<file path="src/rtl/dq_capture_if.sv">
// Read-capture bus between the test controller and dq_capture.
// The DQ_CAPTURE_CMP_EN macro adds the expected-data comparison outputs.
interface dq_capture_if #(
  parameter int DEPTH = 8,
  parameter int LAT_W = 5
);
  logic                     RD;
  logic [LAT_W-1:0]         RD_LAT;
  logic [7:0]               DQ_OUT;
  logic [7:0]               DQ_EXP;
  logic                     OUT_READY;
  logic                     OUT_VALID;
  logic [7:0]               OUT_DATA;
  logic [$clog2(DEPTH):0]   FIFO_LEVEL;
  logic                     OVERFLOW;
  logic                     COLLIDE;
`ifdef DQ_CAPTURE_CMP_EN
  logic                     MISMATCH;
  logic [15:0]              MISMATCH_CNT;

  modport master (
    output RD, RD_LAT, DQ_OUT, DQ_EXP, OUT_READY,
    input  OUT_VALID, OUT_DATA, FIFO_LEVEL, OVERFLOW, COLLIDE, MISMATCH, MISMATCH_CNT
  );
  modport slave (
    input  RD, RD_LAT, DQ_OUT, DQ_EXP, OUT_READY,
    output OUT_VALID, OUT_DATA, FIFO_LEVEL, OVERFLOW, COLLIDE, MISMATCH, MISMATCH_CNT
  );
`else
  modport master (
    output RD, RD_LAT, DQ_OUT, DQ_EXP, OUT_READY,
    input  OUT_VALID, OUT_DATA, FIFO_LEVEL, OVERFLOW, COLLIDE
  );
  modport slave (
    input  RD, RD_LAT, DQ_OUT, DQ_EXP, OUT_READY,
    output OUT_VALID, OUT_DATA, FIFO_LEVEL, OVERFLOW, COLLIDE
  );
`endif
endinterface

</file>
<file path="src/rtl/dq_capture.sv">
// Samples DQ_OUT a programmable number of cycles after each RD and queues the bytes.
// Optional DQ_CAPTURE_CMP_EN compares each captured byte against DQ_EXP given with RD.
module dq_capture #(
  parameter int DEPTH = 8,
  parameter int LAT_W = 5
) (
  input logic         CLK,
  input logic         RST_N,
  dq_capture_if.slave bus
);
  localparam int NSLOT = 1 << LAT_W;
  localparam int AW    = $clog2(DEPTH);
  localparam int LW    = AW + 1;

  logic [NSLOT-1:0] pend_q, pend_d;
  logic [LAT_W-1:0] lat_m1;
  logic             lat_zero, capture, collide;

  logic [7:0]    mem_q [DEPTH];
  logic [AW-1:0] wr_ptr_q, rd_ptr_q;
  logic [LW-1:0] level_q;
  logic          full, pop, push;
  logic          overflow_q, collide_q;

  // Pending schedule: shift first, then drop the new RD into slot L-1
  always_comb begin
    lat_zero = (bus.RD_LAT == '0);
    lat_m1   = bus.RD_LAT - LAT_W'(1);
    pend_d   = pend_q >> 1;
    collide  = 1'b0;
    if (bus.RD) begin
      if (lat_zero) begin
        collide = pend_q[0];
      end else begin
        collide        = pend_d[lat_m1];
        pend_d[lat_m1] = 1'b1;
      end
    end
    capture = pend_q[0] | (bus.RD & lat_zero);
  end

  assign full = (level_q == LW'(DEPTH));
  assign pop  = (level_q != '0) && bus.OUT_READY;
  assign push = capture && (!full || pop);

  always_ff @(posedge CLK) begin
    if (push) mem_q[wr_ptr_q] <= bus.DQ_OUT;
  end

  always_ff @(posedge CLK or negedge RST_N) begin
    if (!RST_N) begin
      pend_q     <= '0;
      wr_ptr_q   <= '0;
      rd_ptr_q   <= '0;
      level_q    <= '0;
      overflow_q <= 1'b0;
      collide_q  <= 1'b0;
    end else begin
      pend_q <= pend_d;
      if (push) wr_ptr_q <= wr_ptr_q + AW'(1);
      if (pop)  rd_ptr_q <= rd_ptr_q + AW'(1);
      case ({push, pop})
        2'b10:   level_q <= level_q + LW'(1);
        2'b01:   level_q <= level_q - LW'(1);
        default: level_q <= level_q;
      endcase
      overflow_q <= overflow_q | (capture & full & ~pop);
      collide_q  <= collide_q | collide;
    end
  end

  assign bus.OUT_VALID  = (level_q != '0);
  assign bus.OUT_DATA   = bus.OUT_VALID ? mem_q[rd_ptr_q] : 8'h00;
  assign bus.FIFO_LEVEL = level_q;
  assign bus.OVERFLOW   = overflow_q;
  assign bus.COLLIDE    = collide_q;

`ifdef DQ_CAPTURE_CMP_EN
  logic [7:0]  exp_q [NSLOT];
  logic [7:0]  exp_d [NSLOT];
  logic [7:0]  exp_now;
  logic        miss;
  logic        mismatch_q;
  logic [15:0] miss_cnt_q;

  // Expected bytes ride alongside pend; a colliding RD leaves the older byte in place
  always_comb begin
    for (int i = 0; i < NSLOT - 1; i++) exp_d[i] = exp_q[i+1];
    exp_d[NSLOT-1] = 8'h00;
    if (bus.RD && !lat_zero && !collide) exp_d[lat_m1] = bus.DQ_EXP;
    exp_now = pend_q[0] ? exp_q[0] : bus.DQ_EXP;
    miss    = capture && (bus.DQ_OUT != exp_now);
  end

  always_ff @(posedge CLK) begin
    exp_q <= exp_d;
  end

  always_ff @(posedge CLK or negedge RST_N) begin
    if (!RST_N) begin
      mismatch_q <= 1'b0;
      miss_cnt_q <= '0;
    end else if (miss) begin
      mismatch_q <= 1'b1;
      if (miss_cnt_q != 16'hFFFF) miss_cnt_q <= miss_cnt_q + 16'd1;
    end
  end

  assign bus.MISMATCH     = mismatch_q;
  assign bus.MISMATCH_CNT = miss_cnt_q;
`else
  logic unused_exp;
  assign unused_exp = ^bus.DQ_EXP;
`endif
endmodule

</file>
<file path="src/flat_wrapper.sv">
// flat-port wrapper written by rule: the top's interface ports become plain ports
module dq_capture_flat 
#(
  parameter int DEPTH = 8,
  parameter int LAT_W = 5
)
  (CLK, RST_N, bus_RD, bus_RD_LAT, bus_DQ_OUT, bus_DQ_EXP, bus_OUT_READY, bus_OUT_VALID, bus_OUT_DATA, bus_FIFO_LEVEL, bus_OVERFLOW, bus_COLLIDE);
  dq_capture_if #(.DEPTH(DEPTH), .LAT_W(LAT_W)) bus_i ();
  input logic CLK;
  input logic RST_N;
  input wire logic [$bits(bus_i.RD)-1:0] bus_RD;
  input wire logic [$bits(bus_i.RD_LAT)-1:0] bus_RD_LAT;
  input wire logic [$bits(bus_i.DQ_OUT)-1:0] bus_DQ_OUT;
  input wire logic [$bits(bus_i.DQ_EXP)-1:0] bus_DQ_EXP;
  input wire logic [$bits(bus_i.OUT_READY)-1:0] bus_OUT_READY;
  output wire logic [$bits(bus_i.OUT_VALID)-1:0] bus_OUT_VALID;
  output wire logic [$bits(bus_i.OUT_DATA)-1:0] bus_OUT_DATA;
  output wire logic [$bits(bus_i.FIFO_LEVEL)-1:0] bus_FIFO_LEVEL;
  output wire logic [$bits(bus_i.OVERFLOW)-1:0] bus_OVERFLOW;
  output wire logic [$bits(bus_i.COLLIDE)-1:0] bus_COLLIDE;
  assign bus_i.RD = bus_RD;
  assign bus_i.RD_LAT = bus_RD_LAT;
  assign bus_i.DQ_OUT = bus_DQ_OUT;
  assign bus_i.DQ_EXP = bus_DQ_EXP;
  assign bus_i.OUT_READY = bus_OUT_READY;
  assign bus_OUT_VALID = bus_i.OUT_VALID;
  assign bus_OUT_DATA = bus_i.OUT_DATA;
  assign bus_FIFO_LEVEL = bus_i.FIFO_LEVEL;
  assign bus_OVERFLOW = bus_i.OVERFLOW;
  assign bus_COLLIDE = bus_i.COLLIDE;
  dq_capture #(.DEPTH(DEPTH), .LAT_W(LAT_W)) u_core (.CLK(CLK), .RST_N(RST_N), .bus(bus_i));
endmodule
</file>
<file path="config.mk">
export PLATFORM = sky130hd
export DESIGN_NAME = dq_capture_flat
export DESIGN_NICKNAME = d
export VERILOG_FILES = /design/src/rtl/dq_capture_if.sv /design/src/rtl/dq_capture.sv /design/src/flat_wrapper.sv
export SDC_FILE = /design/constraint.sdc
export NUM_CORES = 1
export LEC_CHECK = 0
export BUFFER_PORTS_ARGS = -buffer_cell sky130_fd_sc_hd__buf_2
export CAP_MARGIN = 20
export CORE_MARGIN = 2
export CORE_UTILIZATION = 30
export CTS_BUF_LIST = sky130_fd_sc_hd__clkbuf_16
export DETAILED_ROUTE_END_ITERATION = 8
export GPL_TIMING_DRIVEN = 0
export HOLD_SLACK_MARGIN = 0.06
export PLACE_DENSITY = 0.51
export SYNTH_ARGS = -nofsm -noshare
export SYNTH_HDL_FRONTEND = slang
export SYNTH_SLANG_ARGS = --single-unit
</file>
<file path="constraint.sdc">
create_clock -name CLK -period 6.2 [get_ports CLK]
set_clock_uncertainty 0.1 [all_clocks]
set_input_delay 0.62 -clock CLK [delete_from_list [all_inputs] [get_ports CLK]]
set_output_delay 0.62 -clock CLK [all_outputs]
set_load 0.01 [all_outputs]
</file>
# After elaboration in Yosys (flattened, before gate mapping)
# Memory sizes are Yosys's and may differ from the RTL's.
# Index checks and enable logic that the tools add are counted.
# op_classes
n_addsub	5
magnitude_cmp	2
eq_ne	3
n_mux	12
bitwise_logic	8
n_reduce_logical	8
# op_table
operator	n
2-to-1 mux 32 bit	2
OR 31 x 32 -> 32 bit	1
2-to-1 mux 8 bit	1
one-hot mux 4 bit (2 select lines)	1
adder 3 x 1 -> 3 bit, second input constant	2
< comparator 5 x 6 -> 1 bit, second input constant	1
2-to-1 mux 1 bit	6
binary-select mux 1 bit (select 5 bit)	1
demux 1 bit (select 5 bit)	1
greater-or-equal comparator 5 x 1 -> 1 bit, second input constant	1
zero test 5 bit	1
subtractor 5 x 1 -> 5 bit, second input constant	1
adder 4 x 1 -> 4 bit, second input constant	1
equality test 4 bit, second input constant	1
nonzero test 4 bit	1
subtractor 4 x 1 -> 4 bit, second input constant	1
bitwise AND 1 bit	3
logical AND 1 bit	3
OR 1 bit	3
equality test 2 x 1 -> 1 bit, second input constant	1
equality test 2 bit, second input constant	1
nonzero test 2 bit	1
zero test 1 bit	1
logical OR 1 bit	1
inverter 1 bit	1
# totals
reg_bits	44
ram_bits	64
in_bits	25
output_inout_bits	15
word_cells	45
mem_count	1
# memory_table
name	words	word_bits	read_ports	rd_clocked_by_memory_dff	write_ports	line	source
u_core.mem_q	8	8	1	0	1	dq_capture.sv:19	logic [7:0] mem_q [DEPTH];

# Longest topological paths before layout
# Gate-level depths: netlist of run 1.
# depth
ltp_word	8
depth_mapped	11
mapped_depth_nobuf	10

# Worst setup path before layout of run 1
# Ideal clock, no wire load.
# synth_timing
path_type	input-to-reg
startpoint	input bus_RD_LAT[0]
endpoint	memory u_core.mem_q[0][0], enable pin
setup_time_ps	395
arrival_ps	2620
required_ps	5705
slack_ps	3086
stages	7
path_buffers	1
cell_sequence	buf_4 inv_1 ha_1 nor4b_4 a21oi_2 nand2b_4 nor4_1
# synth_between
elab_chain_cells	6
# synth_lines
element	line	source
start: declaration	flat_wrapper.sv:12	input wire logic [$bits(bus_i.RD_LAT)-1:0] bus_RD_LAT;
zero test 5 bit	dq_capture.sv:27	lat_zero = (bus.RD_LAT == '0);
bitwise AND 1 bit	dq_capture.sv:39	capture = pend_q[0] | (bus.RD & lat_zero);
OR 1 bit	dq_capture.sv:39	
logical AND 1 bit	dq_capture.sv:44	assign push = capture && (!full || pop);
2-to-1 mux 1 bit	dq_capture.sv:47	if (push) mem_q[wr_ptr_q] <= bus.DQ_OUT;
2-to-1 mux 1 bit (not written as such)	dq_capture.sv:47	
end: declaration	dq_capture.sv:19	
# No other way between the ends.

# Final worst setup path of run 1
# layout_timing
startpoint	register u_core.rd_ptr_q[1]
endpoint	output bus_OUT_DATA[2]
# layout_between
elab_chain_cells	2
# layout_lines
element	line	source
start: declaration	dq_capture.sv:20	logic [AW-1:0] wr_ptr_q, rd_ptr_q;
start signal: assignment	dq_capture.sv:61	if (pop) rd_ptr_q <= rd_ptr_q + AW'(1);
memory read (8 x 8 bit)	n/a	
2-to-1 mux 8 bit	dq_capture.sv:73	assign bus.OUT_DATA = bus.OUT_VALID ? mem_q[rd_ptr_q] : 8'h00;
end: declaration	flat_wrapper.sv:17	output wire logic [$bits(bus_i.OUT_DATA)-1:0] bus_OUT_DATA;
# No other way between the ends.

==> results.sh, run 1 <==
export IMPL_status="complete, no violations"
export IMPL_syn_nets=337
export IMPL_ys_async_sr_fraction_pct=40.7
export IMPL_antenna_cells=0
export IMPL_first_pass_iters=6
export IMPL_cts_max_level=3
export IMPL_yosysMostFrequentCell="edfxtp_1"
export IMPL_drcViolationCount=0
export IMPL_dpl_hpwl_um=6640
export IMPL_maxSlewHeadroom_pct=41.3
export IMPL_final_core_util_pct=35.5
export IMPL_grt_overflow=0
export IMPL_vias_per_cell=4.73
export IMPL_clkTransAtPathRegs_ps=60
export IMPL_p_comb_share_pct=31.6
export IMPL_vdd_ir_drop_max_v=0.000184
export IMPL_grt_pass1_vias=2814
export IMPL_yosysSeqAreaShare_pct=62.7
export IMPL_min_path_type="flip-flop to flip-flop"
export IMPL_drive_gt1_share_pct=26.9
export IMPL_cts_tree="done"
export IMPL_p_int_w=0.00152
export IMPL_syn2layout_area_growth_pct=16.0
export IMPL_pre_cts_slack_ps=2600
export IMPL_p_leak_nw=2.09
export IMPL_yosys_cell_types_count=55
export IMPL_fin_ws_ps=2870
export IMPL_synthesis_area_um2=4820
export IMPL_die_x_um=131
export IMPL_end_kind="primary output"
export IMPL_synth_avg_cell_area_um2=15.8
export IMPL_vias=2689
export IMPL_cts_max_path_buffers=2
export IMPL_start_util_pct=30.6
export IMPL_first_iter_violations=161
export IMPL_clock_sinks=108
export IMPL_layout_min_cycle_time_ps=3330
export IMPL_synth_cells=305
export IMPL_worstPathRequired_ps=5480
export IMPL_fillers=1547
export IMPL_wl_um=9910
export IMPL_switching_power_w=0.000708
export IMPL_dr_wl_met3_um=316
export IMPL_synth_common_cells="edfxtp_1, dfrtp_1, o21bai_1, mux4_2"
export IMPL_place_congestion=0.773
export IMPL_timing_fmax_mhz=300
export IMPL_wl_met2_um=4830
export IMPL_grt_max_degree=45
export IMPL_detail_route_antenna_nets=0
export IMPL_core_um2=15800
export IMPL_post_route_period_util_pct=53.7
export IMPL_rsz0062_at_grt="false"
export IMPL_drv_slew=0
export IMPL_p_seq_share_pct=42.8
export IMPL_nets=380
export IMPL_synth_area_leader_cell="edfxtp_1"
export IMPL_synthFlopType="edfxtp_1"
export IMPL_antenna_found_initial=0
export IMPL_clkPwrFrac_pct=25.6
export IMPL_fin_cells=569
export IMPL_synth_seq_cells=108
export IMPL_power_density_nw_per_um2=399
export IMPL_postCtsSetupBuffers=0
export IMPL_synth_top_area_share_pct=39.9
export IMPL_tns_ps=0
export IMPL_power_share_switching_pct=31.7
export IMPL_synth_area_leaders="edfxtp_1, dfrtp_1, mux4_2"
export IMPL_setup_viol=0
export IMPL_critPathMaxFanout=10
export IMPL_met1_length_um=4660
export IMPL_ys_warn_count=0
export IMPL_clock_latency_ps=350
export IMPL_cp_arrival_ps=2610
export IMPL_rows=46
export IMPL_crit_type="flip-flop to primary output"
export IMPL_num_io_pins=40
export IMPL_port_buffers=29
export IMPL_worst_pin_slew_ps=876
export IMPL_start_kind="flip-flop"
export IMPL_cts_inserted_buffers=9
export IMPL_grt_pass1_wl_um=15700
export IMPL_gr_usage_all_layers_pct=12.6
export IMPL_die_h_um=131
export IMPL_synth_edf_count=64
export IMPL_dp_cells=551
export IMPL_wl_per_cell_um=17.4
export IMPL_clockRootBuffer="clkbuf_16"
export IMPL_drv_cap=0
export IMPL_hold_viol_final=0
export IMPL_dieArea_um2=17100
export IMPL_routed_top_layer="met4"
-- state kept, by name, summed over array words and instances, names as in the netlist --
signal / flops
u_core.bus.COLLIDE: 1
u_core.bus.FIFO_LEVEL: 4
u_core.bus.OVERFLOW: 1
u_core.mem_q: 64
u_core.pend_q: 32
u_core.rd_ptr_q: 3
u_core.wr_ptr_q: 3
-- final cells by class --
| cell class | instances | area (um^2) | area share (%) |
|---|---|---|---|
| multi-input cells | 178 | 1720 | 30.7 |
| inverters | 7 | 28.8 | 0.515 |
| flip-flops and latches | 108 | 3020 | 54.0 |
| well taps | 216 | 270 | 4.83 |
| clock buffers | 9 | 225 | 4.03 |
| clock inverters | 7 | 68.8 | 1.23 |
| plain buffers | 12 | 78.8 | 1.41 |
| repair buffers | 32 | 183 | 3.27 |
-- path summary, 6_finish.rpt --
path,from,end,slack [ps],cells after the start
max,u_core.rd_ptr_q[1],bus_OUT_DATA[2],2870,6
min in group asynchronous,RST_N,u_core.wr_ptr_q[2],560,2
max in group asynchronous,RST_N,u_core.pend_q[24],4960,3
min reg2reg,u_core.pend_q[20],u_core.pend_q[19],360,1
min,u_core.pend_q[20],u_core.pend_q[19],360,1
max reg2reg,u_core.bus.FIFO_LEVEL[2],u_core.bus.FIFO_LEVEL[2],3710,9
-- stage by stage --
stage	area, um^2	hold slack [ps]	total power, W
detailed placement	5270	347	0.00169
floorplan	4820	224	0.00145
global route	5590	388	0.00236
finish	5590	355	0.00223
global placement	5240	342	0.00166
CTS	5560	368	0.00227
-- metal layers --
layer  vias up  GRT usage, %
met5         -             0
met4         0          3.57
met3        10          3.42
met2        35          20.4
met1      1388          16.6
li1       1256             -
-- placed cells by master, fill, tap and decap left out, types with 2 or more instances in the layout --
master      n
a21o_1      2
buf_4       4
nand2b_1    2
o21bai_1   30
o22ai_1     2
dfrtp_1    44
ha_1        7
nand4_1     2
a21oi_1     4
a31oi_1     3
nor3_1      5
nand3_1     4
xnor2_1    11
nor2_1     19
nor3_2      4
edfxtp_1   64
mux4_1      2
nand2_1    19
clkbuf_16   9
buf_1       2
inv_1       8
buf_2      33
mux4_2     21
mux2i_1    13
-- worst max-delay path, stage by stage (launching register included) --
cell	delay [ps]
dfrtp_1	350
buf_1	450
clkbuf_1	610
mux4_2	420
mux2i_1	200
nor2_1	60
buf_2	180
-- cells by family after synthesis --
family	Yosys count	synth area share (%)
xor gates and xnor gates	13	2.75
muxes	37	13.8
and+or+nand+nor	69	8.20
DFF	108	62.7
AOI/OAI and AO/OA	52	8.44
adders and majority gates	7	1.82
buffers and inverters	19	2.23
-- power groups by stage --
stage | sequential (W) | clock [W] | combinational, W
2_1_floorplan | 0.000954 | 0 | 0.000500
3_3_place_gp | 0.000960 | 0 | 0.000702
3_5_place_dp | 0.000970 | 0 | 0.000724
4_1_cts | 0.000955 | 0.000583 | 0.000727
5_1_grt | 0.000969 | 0.000614 | 0.000782
6_report | 0.000955 | 0.000570 | 0.000704
-- timing repair --
| action | 4_1_cts | 5_1_grt |
|---|---|---|
| setup endpoints to repair | 0 | 0 |
| hold endpoints to repair | 0 | 8 |
| gates resized for setup | 0 | 0 |
| hold buffers | 0 | 1 |
Note: power is estimated with default switching activity, not from simulation.
==> inputs of run 2 (changes only) <==
ABC_AREA = 1   (was not set)
clock period = 3.32 ns   (was 6.2 ns; I/O delays follow)
==> run 2 against run 1 <==
Clock-buffer cell count did not move. Wire length rose by 12%. Synthesized area fell by 1.7%. Sequential power rose by 88%. Combinational power rose by 110%. Via count rose by 22%. Synthesized cell count rose by 47%. Hold slack got worse by 210 ps. Worst setup slack got worse by 2400 ps. Sequential share of layout area rose by 1.1 points. Cell count rose by 24%. First-iteration DRC count rose by 57%. Critical path type is now primary input to flip-flop.
==> results.sh, run 2 <==
export IMPL_place_congestion=0.767
export IMPL_die_h_um=130
export IMPL_vdd_ir_drop_max_v=0.000306
export IMPL_tns_ps=0
export IMPL_antenna_found_initial=1
export IMPL_wl_per_cell_um=15.7
export IMPL_yosysSeqAreaShare_pct=63.8
export IMPL_crit_end="u_core.mem_q[6][4]"
export IMPL_end_kind="flip-flop"
export IMPL_setup_viol=0
export IMPL_cpPeakStageDelay_ps=730
export IMPL_synth_area_leader_cell="edfxtp_1"
export IMPL_mostFrequentLayoutCells="nand2_1, nor2_1, edfxtp_1"
export IMPL_largest_reg_flops=64
export IMPL_synth_top_area_share_pct=40.6
export IMPL_synth_cells=447
export IMPL_synth_seq_cells=108
export IMPL_p_leak_nw=2.18
export IMPL_worst_pin_slew_ps=962
export IMPL_postCtsSetupBuffers=0
export IMPL_timing_fmax_mhz=349
export IMPL_first_pass_iters=4
export IMPL_hold_viol_final=0
export IMPL_clock_sinks=108
export IMPL_cts_tree="done"
export IMPL_synth_area_leaders="edfxtp_1, dfrtp_1, nand2_1"
export IMPL_r2r_cells=5
export IMPL_ys_warn_count=0
export IMPL_antenna_cells=0
export IMPL_path_cells="buf_2, buf_2, inv_2, buf_4, ha_1, nand4_2, nand2_2, nand2_1, or2_1, nor2_1"
export IMPL_cts_inserted_buffers=9
export IMPL_ys_async_sr_fraction_pct=40.7
export IMPL_num_io_pins=40
export IMPL_layout_min_cycle_time_ps=2870
export IMPL_min_path_type="primary input to flip-flop"
export IMPL_worstPathRequired_ps=3190
export IMPL_grt_max_degree=45
export IMPL_synth_avg_cell_area_um2=10.6
export IMPL_drcViolationCount=0
export IMPL_rsz0062_at_grt="false"
export IMPL_power_share_switching_pct=36.2
export IMPL_critPathTopFamily="simple AND/OR/NAND/NOR gates"
export IMPL_path_buf_inv=4
export IMPL_yosys_cell_types_count=26
export IMPL_synthesis_area_um2=4740
export IMPL_yosysMostFrequentCell="nand2_1"
export IMPL_p_int_w=0.00274
export IMPL_switching_power_w=0.00156
export IMPL_syn2layout_area_growth_pct=15.6
export IMPL_start_kind="primary input"
export IMPL_syn_nets=479
export IMPL_nets=523
export IMPL_slowest_stage="nor2_1"
export IMPL_hold_ws_ps=149
export IMPL_synthFlopType="edfxtp_1"
export IMPL_die_x_um=130
export IMPL_detail_route_antenna_nets=0
export IMPL_grt_overflow=0
export IMPL_wl_um=11100
export IMPL_clkPwrFrac_pct=24.5
export IMPL_startpoint="bus_RD_LAT[0]"
export IMPL_r2r_slack_ps=1070
export IMPL_dpl_hpwl_um=7080
export IMPL_grt_pass1_wl_um=17600
export IMPL_start_util_pct=30.9
export IMPL_synth_edf_count=64
export IMPL_drv_cap=0
export IMPL_post_route_period_util_pct=86.4
export IMPL_grt_pass1_vias=3242
export IMPL_cts_max_path_buffers=2
export IMPL_core_um2=15300
export IMPL_vias_per_cell=4.63
export IMPL_first_iter_violations=253
export IMPL_clkTransAtPathRegs_ps=70
export IMPL_cpMostUsedCell="buf_2"
export IMPL_drv_slew=0
export IMPL_maxSlewHeadroom_pct=35.7
export IMPL_vias=3273
export IMPL_port_buffers=31
export IMPL_r2r_end="u_core.mem_q[6][4]"
export IMPL_power_density_nw_per_um2=785
export IMPL_dieArea_um2=16800
export IMPL_clockRootBuffer="clkbuf_16"
export IMPL_cts_max_level=3
export IMPL_regMostFlops="u_core.mem_q"
export IMPL_rows=45
export IMPL_clock_latency_ps=350
export IMPL_p_seq_share_pct=41.8
export IMPL_cp_num_cells=10
export IMPL_p_comb_share_pct=33.8
export IMPL_gr_usage_all_layers_pct=14.1
export IMPL_reg2reg_from="u_core.bus.FIFO_LEVEL[0]"
export IMPL_synth_common_cells="nand2_1, nor2_1, edfxtp_1, dfrtp_1, o21bai_1"
export IMPL_critPathMaxFanout=11
export IMPL_crit_type="primary input to flip-flop"
export IMPL_drive_gt1_share_pct=13.5
export IMPL_final_common_cell="nand2_1"
export IMPL_cp_arrival_ps=2740
export IMPL_power_w=0.00430
export IMPL_status="complete, no violations"
export IMPL_final_core_util_pct=35.8
==> run 2: logic make-up (layout without fill, tap and decap cells) <==
kind of cell | count (synthesis) | after routing | synth area share (%)
AOI/OAI and AO/OA | 76 | 76 | 11.0
xor gates and xnor gates | 9 | 9 | 1.82
DFF | 108 | 108 | 63.8
adders and majority gates | 7 | 7 | 1.85
and+or+nand+nor | 210 | 210 | 18.4
buffers and inverters | 37 | 86 | 3.17
==> run 2: how the worst min path moves through the flow <==
| stage | end | cells past startpoint | startpoint |
|---|---|---|---|
| after CTS | u_core.bus.OVERFLOW | 1 | RST_N |
| after global routing | u_core.mem_q[7][4] | 1 | bus_DQ_OUT[4] |
| after global placement | u_core.pend_q[29] | 2 | u_core.pend_q[30] |
| after detailed placement | u_core.pend_q[29] | 2 | u_core.pend_q[30] |
| final | u_core.mem_q[5][4] | 1 | bus_DQ_OUT[4] |
| after floorplan | u_core.bus.COLLIDE | 0 | RST_N |
==> run 2: cell type report <==
cell class	instances	area, um^2
multi-input combinational	302	1560
tap	211	264
fill	1575	9840
clock inverter	7	66.3
buffer	14	63.8
sequential	108	3020
inverter	23	86.3
clock buffer	9	225
timing repair buffer	33	185
==> run 2: worst register-to-register path: stages, from the launching register on <==
cell	delay, ps
dfrtp_1	440
nor2_1	100
nand3_1	110
nand2_1	100
or2_1	290
nor2_1	730
==> run 2: timing repair <==
action	in CTS	in global routing
resized for setup	0	0
hold buffers	0	1
hold endpoints to repair	0	17
==> run 2: routing by layer <==
metal / vias to the layer above / track usage [%] / wire [um]
li1: 1616 / - / -
met1: 1589 / 18.2 / 5000
met2: 62 / 22.7 / 5390
met3: 6 / 3.84 / 561
met4: 0 / 5.57 / 119
met5: - / 0 / 0
==> run 2: power by group through the flow <==
stage / registers [W] / clock network [W] / logic, W
floorplan: 0.00180 / 0 / 0.000947
global placement: 0.00182 / 0 / 0.00145
detailed placement: 0.00182 / 0 / 0.00147
CTS: 0.00180 / 0.00108 / 0.00147
global route: 0.00182 / 0.00115 / 0.00164
finish: 0.00180 / 0.00105 / 0.00145
==> run 2: through the flow <==
stage               cells  worst slack, ps  area, um^2
global route          707              267        5480
finish                707              452        5480
floorplan             447              829        4740
detailed placement    689             20.4        5160
CTS                   705              393        5450
global placement      689             47.4        5160
==> inputs of run 3 (changes only) <==
REMOVE_ABC_BUFFERS = 1   (was not set)
clock period = 3.46 ns   (was 3.32 ns; I/O delays follow)
==> run 3 against run 2 <==
First-iteration DRC count shrank 18%. Clock-buffer cell count is the same. Hold slack got worse by 100 ps. Critical path depth down 2. Core utilization is 0.60 points lower. Sequential power hardly changed. Sequential cell count unchanged. Non-clock buffer count decreased by 16. Combinational power is 19% lower. Global-route usage down 0.84 points. Critical path type unchanged. Critical endpoint is now u_core.mem_q[0][2]. Largest cell class unchanged.
==> results.sh, run 3 (synthesis gave the netlist of run 2 again) <==
export IMPL_first_iter_violations=207
export IMPL_setup_viol=0
export IMPL_layout_min_cycle_time_ps=2900
export IMPL_wl_per_cell_um=15.1
export IMPL_grt_overflow=0
export IMPL_dieArea_um2=16800
export IMPL_clkTransAtPathRegs_ps=70
export IMPL_critPathMaxFanout=19
export IMPL_cts_max_level=3
export IMPL_gr_usage_all_layers_pct=13.3
export IMPL_antenna_found_initial=0
export IMPL_vias_per_cell=4.70
export IMPL_rows=45
export IMPL_cts_inserted_buffers=9
export IMPL_clockRootBuffer="clkbuf_16"
export IMPL_path_cells="buf_2, inv_2, ha_1, nand4_2, nand2_2, nand2_1, or2_1, nor2_1"
export IMPL_p_leak_nw=2.13
export IMPL_start_util_pct=30.9
export IMPL_core_um2=15300
export IMPL_drive_gt1_share_pct=12.9
export IMPL_detail_route_antenna_nets=0
export IMPL_grt_max_degree=45
export IMPL_crit_type="primary input to flip-flop"
export IMPL_grt_pass1_vias=3127
export IMPL_hold_viol_final=0
export IMPL_fin_cells=692
export IMPL_clock_sinks=108
export IMPL_slowest_stage="nor2_1"
export IMPL_largest_reg_flops=64
export IMPL_status="complete, no violations"
export IMPL_die_x_um=130
export IMPL_mostFrequentLayoutCells="nand2_1, nor2_1, edfxtp_1"
export IMPL_cpPeakStageDelay_ps=760
export IMPL_maxSlewHeadroom_pct=30.7
export IMPL_syn2layout_area_growth_pct=13.7
export IMPL_nets=508
export IMPL_dpl_hpwl_um=6470
export IMPL_grt_pass1_wl_um=16600
export IMPL_regMostFlops="u_core.mem_q"
export IMPL_tns_ps=0
export IMPL_clock_latency_ps=350
export IMPL_antenna_cells=0
export IMPL_die_h_um=130
export IMPL_power_w=0.00400
export IMPL_postCtsSetupBuffers=0
export IMPL_cts_max_path_buffers=2
export IMPL_drv_cap=0
export IMPL_place_congestion=0.766
export IMPL_timing_fmax_mhz=344
export IMPL_cts_tree="done"
export IMPL_wl_um=10400
export IMPL_rsz0062_at_grt="false"
export IMPL_power_density_nw_per_um2=743
export IMPL_min_path_type="primary input to asynchronous set/reset pin"
export IMPL_dp_cells=675
export IMPL_vdd_ir_drop_max_v=0.000289
export IMPL_final_core_util_pct=35.2
export IMPL_fin_ws_ps=557
export IMPL_end_kind="flip-flop"
export IMPL_worstPathRequired_ps=3340
export IMPL_drv_slew=0
export IMPL_final_common_cell="nand2_1"
export IMPL_num_io_pins=40
export IMPL_drcViolationCount=0
export IMPL_worst_pin_slew_ps=1040
export IMPL_port_buffers=31
export IMPL_hold_buffers=0
export IMPL_post_route_period_util_pct=83.9
export IMPL_vias=3255
export IMPL_cp_arrival_ps=2780
export IMPL_first_pass_iters=5
export IMPL_pre_cts_slack_ps=139
export IMPL_start_kind="primary input"
## run 3: repair_timing
item	in CTS	in global routing
endpoints found under the setup margin	8	0
endpoints found under the hold margin	0	0
resized for setup	3	0
## run 3: power by group
group / switching, W / internal (W) / leakage [nW]
logic: 0.000734 / 0.000449 / 0.853
registers: 0.000239 / 0.00160 / 1.14
clock network: 0.000482 / 0.000499 / 0.140
## run 3: worst paths after layout
kind                                          start                 end  slack (ps)  depth (start not counted)
min in group CLK                      bus_DQ_OUT[1]  u_core.mem_q[3][1]         170                          1
max reg2reg                u_core.bus.FIFO_LEVEL[2]  u_core.mem_q[0][2]        1180                          5
max                                   bus_RD_LAT[0]  u_core.mem_q[0][2]         560                          8
min reg2reg                       u_core.pend_q[17]   u_core.pend_q[16]         370                          1
min                                           RST_N    u_core.pend_q[9]          50                          1
max in group asynchronous                     RST_N  u_core.rd_ptr_q[0]        2550                          1
## run 3: layout make-up
| cell class | count | area [um^2] |
|---|---|---|
| clock buffer | 9 | 225 |
| clock inverter | 7 | 55.1 |
| fill | 1558 | 9930 |
| inverter | 23 | 90.1 |
| multi-input combinational | 302 | 1560 |
| sequential | 108 | 3020 |
| tap | 211 | 264 |
| timing repair buffer | 31 | 155 |
| timing repair inverter | 1 | 7.51 |
## run 3: worst max-delay path, delay by kind of cell
kind,cells,cell delay [ps]
adder cells (fa/ha/maj),1,390
buffers and inverters,2,530
AND/OR/NAND/NOR,5,1500
## run 3: through the flow
| stage | hold WS (ps) | area [um^2] |
|---|---|---|
| after floorplan | -49.6 | 4670 |
| after global placement | 342 | 5090 |
| after detailed placement | 357 | 5090 |
| after CTS | 83.5 | 5390 |
| after global routing | 127 | 5390 |
| final | 46.0 | 5390 |
## run 3: layer usage
metal	wire, um	vias to the layer above	global-route usage, %
met5	0	-	0
met4	161	0	4.62
met3	378	12	3.14
met2	5090	72	21.8
met1	4820	1583	17.3
li1	-	1588	-
